### src/rtl/tff_toggle_arbiter.sv
`default_nettype none
// ============================================================================
// Module  : tff_toggle_arbiter
// Brief   : Round-robin burst arbiter owning a bank of T flip-flops; optional
//           per-bit lock mask enabled by defining TFF_ARB_LOCK_EN.
// Revision: 1.0
// ============================================================================
module tff_toggle_arbiter #(
    parameter int NREQ  = 4,
    parameter int WIDTH = 8,
    parameter int BURST = 3,
    parameter int SELW  = $clog2(WIDTH)
) (
    input  logic                 clk,
    input  logic                 rst,
    input  logic [NREQ-1:0]      req,
    input  logic [NREQ*SELW-1:0] sel,
`ifdef TFF_ARB_LOCK_EN
    input  logic [WIDTH-1:0]     lock,
`endif
    output logic [NREQ-1:0]      gnt,
    output logic [WIDTH-1:0]     t_vec,
    output logic [WIDTH-1:0]     q,
    output logic                 busy
);

    localparam int C_PTRW = (NREQ > 1) ? $clog2(NREQ) : 1;

    typedef enum logic [0:0] {
        ST_IDLE  = 1'b0,
        ST_SERVE = 1'b1
    } state_t;

    state_t              state_q, state_d;
    logic [C_PTRW-1:0]   ptr_q, ptr_d;
    logic [3:0]          cnt_q, cnt_d;
    logic [NREQ-1:0]     gnt_q, gnt_d;
    logic [WIDTH-1:0]    bank_q, bank_d;

    logic [C_PTRW-1:0]   w_gidx;
    logic [C_PTRW-1:0]   w_nxt_ptr;
    logic [C_PTRW-1:0]   w_start;
    logic [SELW-1:0]     w_gsel;
    logic                w_greq;
    logic [NREQ-1:0]     w_win_hi;
    logic [NREQ-1:0]     w_win_any;
    logic [NREQ-1:0]     w_win_oh;
    logic [WIDTH-1:0]    w_toggle;
    logic                w_release;

    // Decode the one-hot grant into an index and pick up that requester's select.
    always_comb begin
        w_gidx = '0;
        w_gsel = '0;
        for (int i = 0; i < NREQ; i++) begin
            if (gnt_q[i]) begin
                w_gidx = C_PTRW'(i);
                w_gsel = sel[i*SELW +: SELW];
            end
        end
        w_greq    = |(req & gnt_q);
        w_nxt_ptr = (w_gidx == C_PTRW'(NREQ - 1)) ? '0 : w_gidx + 1'b1;
        w_start   = (state_q == ST_SERVE) ? w_nxt_ptr : ptr_q;
    end

    // Rotating priority: lowest requester at or above the start index wins,
    // otherwise wrap to the lowest requester overall.
    always_comb begin
        w_win_hi  = '0;
        w_win_any = '0;
        for (int i = NREQ - 1; i >= 0; i--) begin
            if (req[i]) begin
                w_win_any    = '0;
                w_win_any[i] = 1'b1;
                if (i >= int'(w_start)) begin
                    w_win_hi    = '0;
                    w_win_hi[i] = 1'b1;
                end
            end
        end
        w_win_oh = (|w_win_hi) ? w_win_hi : w_win_any;
    end

    always_comb begin
        state_d   = state_q;
        ptr_d     = ptr_q;
        cnt_d     = cnt_q;
        gnt_d     = gnt_q;
        w_toggle  = '0;
        w_release = 1'b0;

        case (state_q)
            ST_IDLE: begin
                if (|req) begin
                    gnt_d   = w_win_oh;
                    cnt_d   = '0;
                    state_d = ST_SERVE;
                end
            end
            ST_SERVE: begin
                if (w_greq) begin
                    if (int'(w_gsel) < WIDTH) begin
                        w_toggle = WIDTH'(1) << w_gsel;
                    end
`ifdef TFF_ARB_LOCK_EN
                    w_toggle = w_toggle & ~lock;
`endif
                    cnt_d     = cnt_q + 4'd1;
                    w_release = ((cnt_q + 4'd1) == 4'(BURST));
                end else begin
                    w_release = 1'b1;
                end

                if (w_release) begin
                    ptr_d = w_nxt_ptr;
                    cnt_d = '0;
                    if (|req) begin
                        gnt_d = w_win_oh;
                    end else begin
                        gnt_d   = '0;
                        state_d = ST_IDLE;
                    end
                end
            end
            default: begin
                state_d = ST_IDLE;
                gnt_d   = '0;
            end
        endcase

        bank_d = bank_q ^ w_toggle;
    end

    always_ff @(posedge clk) begin
        if (rst) begin
            state_q <= ST_IDLE;
            ptr_q   <= '0;
            cnt_q   <= '0;
            gnt_q   <= '0;
            bank_q  <= '0;
        end else begin
            state_q <= state_d;
            ptr_q   <= ptr_d;
            cnt_q   <= cnt_d;
            gnt_q   <= gnt_d;
            bank_q  <= bank_d;
        end
    end

    assign gnt   = gnt_q;
    assign t_vec = w_toggle;
    assign q     = bank_q;
    assign busy  = (state_q == ST_SERVE);

endmodule
`default_nettype wire
### config.mk
export PLATFORM = sky130hd
export DESIGN_NAME = tff_toggle_arbiter
export DESIGN_NICKNAME = d
export VERILOG_FILES = /design/src/rtl/tff_toggle_arbiter.sv
export SDC_FILE = /design/constraint.sdc
export NUM_CORES = 1
export LEC_CHECK = 0
export CAP_MARGIN = 25
export CORE_MARGIN = 2
export CORE_UTILIZATION = 40
export DETAILED_ROUTE_END_ITERATION = 8
export GPL_TIMING_DRIVEN = 0
export PLACE_DENSITY = 0.7
export SETUP_SLACK_MARGIN = 0.02
export SYNTH_ARGS = -nofsm -noshare
export SYNTH_HDL_FRONTEND = slang
export SYNTH_SLANG_ARGS = --single-unit
### constraint.sdc
create_clock -name clk -period 2.3 [get_ports clk]
set_input_delay 0.46 -clock clk [delete_from_list [all_inputs] [get_ports clk]]
set_output_delay 0.46 -clock clk [all_outputs]
set_load 0.02 [all_outputs]
; ---- After elaboration in Yosys (flattened, before gate mapping)
; Index checks and enable logic that the tools add are counted.
[totals]
regBits = 19
wordCells = 60
[op_classes]
add_sub_neg = 2
magnitude_cmp = 3
n_eq_ne = 5
n_shift = 1
mux = 35
n_bitwise = 3
reduce_logical = 6
[ops]
columns = operator, n
row1 = $mux 4, 17
row2 = $mux 8, 2
row3 = $pmux 4 s2, 2
row4 = $mux 3, 4
row5 = $reduce_or 4->1, 3
row6 = $mux 2, 4
row7 = $shl 1x3->8 const A, 1
row8 = $xor 8x8->8, 1
row9 = $reduce_and 2->1, 3
row10 = $mux 1, 5
row11 = $add 4x1->4 const B, 1
row12 = $and 4x4->4, 1
row13 = $eq 4x2->1 const B, 1
row14 = $ge 1x2->1 const A, 2
row15 = $ne 3x1->1 const B, 1
row16 = $add 2x1->2 const B, 1
row17 = $eq 2x2->1 const B, 1
row18 = $ge 2x2->1 const A, 1
row19 = $ne 2x1->1 const B, 1
row20 = $ne 2x2->1 const B, 1
row21 = $pmux 1 s2, 1
row22 = $not 1->1, 1

; ---- Longest topological paths before layout
[logic_depth]
word_depth = 18
depth_mapped = 7
mapped_depth_nobuf = 7

; ---- Worst setup path before layout
; No wires, ideal clock.
[synth_timing]
path_kind = reg-to-reg
start = register gnt_q[2] (netlist: gnt[2])
end = register bank_q[1] (netlist: q[1])
setup_time_ps = 123
arrival_time_ps = 2044
required_ps = 2177
slack_ps = 133
stages_incl_launch_ff = 7
synth_period_minus_slack_ps = 2167
path_cell_list = dfxtp_1 buf_2 a22oi_1 a21oi_4 or3b_4 nor3_2 mux2_1
[synth_between]
elab_chain_len = 6
word_cells_on_any_way = 8
[synth_rtl]
columns = element, line_no
row1 = from (decl), 37  ; logic [NREQ-1:0] gnt_q, gnt_d;
row2 = from (signal assigned), 145  ; gnt_q <= gnt_d;
row3 = $mux 3 (2 in series), 56  ; if (gnt_q[i]) begin
row4 = $shl 1x3->8, 103  ; w_toggle = WIDTH'(1) << w_gsel;
row5 = $mux 8 *, 101  ; if (w_greq) begin
row6 = $mux 8 *, 92  ; case (state_q)
row7 = via t_vec[1], 22  ; output logic [WIDTH-1:0] t_vec,
row8 = $xor 8x8->8 *, 131  ; bank_d = bank_q ^ w_toggle;
row9 = to (signal assigned), 146  ; bank_q <= bank_d;
row10 = to (decl), 38  ; logic [WIDTH-1:0] bank_q, bank_d;
; Mark *: on every way through the listed nets, which the timed path passes. The rest lies on a longest branch.
; A chain may end at the register's enable or synchronous reset.

; ---- Worst setup path in the final report
[layout_timing]
start = input port sel[1]
end = output port t_vec[5]
[layout_between]
elab_chain_len = 7
[layout_rtl]
columns = element, line_no
row1 = from (decl), 17  ; input logic [NREQ*SELW-1:0] sel,
row2 = $mux 3 (4 in series), 56
row3 = $shl 1x3->8, 103
row4 = $mux 8, 101
row5 = $mux 8, 92
row6 = to (decl), 22
; No other way between the ends.

==> summary.md <==
| Metric | Value |
|---|---|
| Status | finished, violations left |
| Failing checks | negative setup slack |
| Reg2reg start | gnt[1]$_SDFFE_PP0P_ |
| Drt first-iter violations | 54 |
| R2R Path End | q[0]$_SDFF_PP0_ |
| Post-Synth XOR/XNOR Area | 0% |
| Number of buffers created by CTS | 3 |
| CP Capture Type | output port |
| Clock Latency Late Sink | 290 ps |
| Compound-Gate Fraction of Synth Area | 26.6% |
| FILL cells | 260 |
| Crit path DAT | 1860 ps |
| Max-cap violations | 0 |
| Share of layout cells above drive strength 1 | 31.8% |
| Worst hold slack | 520 ps |
| Via Count | 1471 |
| Comb pwr share | 38.9% |
| H-Tree Depth | 1 |
| Core Area | 0.00305 mm² |
| Type of origin of the critical path | input pin |
| Final setup fails | 2 |
| Worst setup margin | -20.0 ps |
| Area leader, netlist | dfxtp_1 |
| Final period util | 101% |
| Clk slew on worst S/H paths | 100 ps |
| Leakage | 0.859 nW |
| Sw frac | 33.8% |
| Die Wd | 60.4 µm |
| Sw power | 290 µW |
| Hold crit path type | flip-flop to flip-flop |
| Syn_area_per_cell | 8.32 µm² |
| Sequential area share after synthesis | 29.9% |
| Mapped Area | 0.00127 mm² |
| Synth Area in Adders | 1.96% |
| Placer congestion estimate | 0.973 |
| Critical path destination | t_vec[5] |
| Tot Pwr | 859 µW |
| Worst rel slew slack | 67.5% |
| RSZ-0062 raised after global routing | true |
| Ranking of synthesized cells by area | dfxtp_1, nor3_2, mux2_1, nor2b_1, nor2_1 |
| Internal | 569 µW |
| Area share of the largest cell type after synthesis | 29.9% |
| Vias in the first global route | 1397 |
| Synth warnings | 0 |
| First-pass GRT wire length | 6380 µm |
| Final core utilization | 66.8% |
| # IOs | 39 |
| Die Ht | 60.4 µm |
| Async SR Flop Fraction | 0% |
| Maximum vdd ir drop | 0.000248 V |
| Setup TNS Final | -28.0 ps |
| EDFF count, synth | 0 |
| First drt pass iteration count | 4 |
| Path depth of the worst reg2reg path | 11 |
| Register share of total power | 41.6% |
| Post-cts hold buffer count | 0 |
| Synth unique cells | 42 |
| Setup CP Type | input pin to output port |
| Max Clk Rate | 431 MHz |
| WL/cell | 15.5 µm |
| Pre-CTS WS | -902 ps |
| Post-Syn Nets | 173 |
| Routed wire length | 4050 µm |
| Initial antenna violation count | 0 |
| Largest net degree at the start of global routing | 11 |
| CP max FO | 4 |
| Simple-gate share of the synthesized area | 29.0% |
| CP Launch Point | sel[1] |
| Port Buffer Count | 38 |
| Mapped Cells | 153 |
| Final net count | 238 |
| Hold Vio Cnt, Final | 0 |
| Synth cell count leaders | dfxtp_1, nor2_1, nor2b_1, a21oi_1, nor3_2 |
| # diodes | 0 |
| Pwr Density | 421 mW/mm² |
| Worst-case clock skew | 5.20 ps |
| Total GRT Usage | 23.2% |
| Starting density of the core | 41.7% |
| Slew Viols, Final | 0 |
| Clock Power Share | 19.5% |
| Worst hold stages | 2 |
| Routed Antenna Nets | 0 |
| Die Footprint | 0.00365 mm² |
| CTS tree | yes |
| Worst-margin pin slew | 488 ps |
| Total congestion overflow | 0 |
| Required time worst endpoint | 1840 ps |
| Crit path time final | 2320 ps |
| Root Buffer | clkbuf_4 |
| Synth Register Bits | 19 |
| Portion of netlist area occupied by mux cells | 7.86% |
| Row count | 20 |
| Final HPWL from detailed placement | 2650 µm |
| Via/cell ratio | 5.64 |
| Most used DFF post-synth | dfxtp_1 |
| Maximum buffer depth of the clock tree | 2 |
| DRC | 0 |
| Largest family of logic cells by synthesized area | simple AND/OR/NAND/NOR gates |
| Area grow syn2layout | 60.1% |
| Clock Sinks | 19 |
| Flop2flop setup slack | 60 ps |
## logic make-up (layout without fill, tap and decap cells)
| group | Yosys count | in the layout |
|---|---|---|
| buffers and inverters | 14 | 78 |
| muxes | 9 | 9 |
| and+or+nand+nor | 64 | 64 |
| AOI/OAI and AO/OA | 45 | 45 |
| DFF | 19 | 19 |
| adders and majority gates | 2 | 2 |
## power by group through the flow
stage	Clock, mW	Combinational [mW]	Sequential, mW
6_report	0.167	0.334	0.358
5_1_grt	0.194	0.354	0.360
4_1_cts	0.174	0.315	0.355
3_5_place_dp	0	0.247	0.362
3_3_place_gp	0	0.242	0.361
2_1_floorplan	0	0.143	0.371
## worst min-delay path by stage
| stage | startpoint | end | slack (ps) |
|---|---|---|---|
| CTS | req[0] | gnt[0]$_SDFFE_PP0P_ | 480 |
| finish | cnt_q[3]$_SDFFE_PP0P_ | cnt_q[3]$_SDFFE_PP0P_ | 520 |
| global route | req[0] | gnt[0]$_SDFFE_PP0P_ | 530 |
| global placement | cnt_q[3]$_SDFFE_PP0P_ | cnt_q[3]$_SDFFE_PP0P_ | 490 |
| floorplan | cnt_q[3]$_SDFFE_PP0P_ | cnt_q[3]$_SDFFE_PP0P_ | 470 |
| detailed placement | cnt_q[3]$_SDFFE_PP0P_ | cnt_q[3]$_SDFFE_PP0P_ | 500 |
## flip-flops by register name (all words and copies together) (netlist names)
register and cells:
busy 1, cnt_q 4, gnt 4, ptr_q 2, q 8
## per-layer routing
layer	track usage, %	part of all wire [%]	vias up
li1	-	-	690
met1	27.6	41	700
met2	43.6	51	69
met3	3.20	6.7	12
met4	5.90	1.4	0
met5	0	0	-
## cells in the final DEF, fill, tap and decap left out, types with 4 or more instances in the layout
cell / count
a21oi_1: 9
a22oi_2: 4
buf_4: 19
buf_6: 15
clkdlybuf4s50_1: 20
dfxtp_1: 15
dlygate4sd2_1: 5
inv_1: 6
mux2_1: 7
nand2_1: 7
nor2_1: 19
nor2b_1: 11
nor3_4: 6
o21ai_0: 6
o32ai_1: 4
## metrics by stage
stage	std cells	area, µm²
after global placement	235	1710
after global routing	261	2040
after floorplan	153	1270
after CTS	262	2000
final	261	2040
after detailed placement	235	1710
## worst max-delay path: stages
cell	delay, ps
clkdlybuf4s50_1	410
a221o_1	340
a22o_4	280
nor3_4	220
buf_6	140
## layout make-up
cell class	instances	area, µm²	area share, %
inverters	8	30.0	1.47
well taps	44	55.1	2.70
repair buffers	61	573	28.1
clock buffers	4	26.3	1.29
multi-input cells	120	926	45.4
plain buffers	5	41.3	2.02
flip-flops and latches	19	388	19.0
## repair_timing
item | in CTS | in global routing
pin swaps | 17 | 7
resized for setup | 89 | 13
buffers inserted | 23 | 1
endpoints found under the setup margin | 8 | 9
Note: power is estimated with default switching activity, not from simulation.
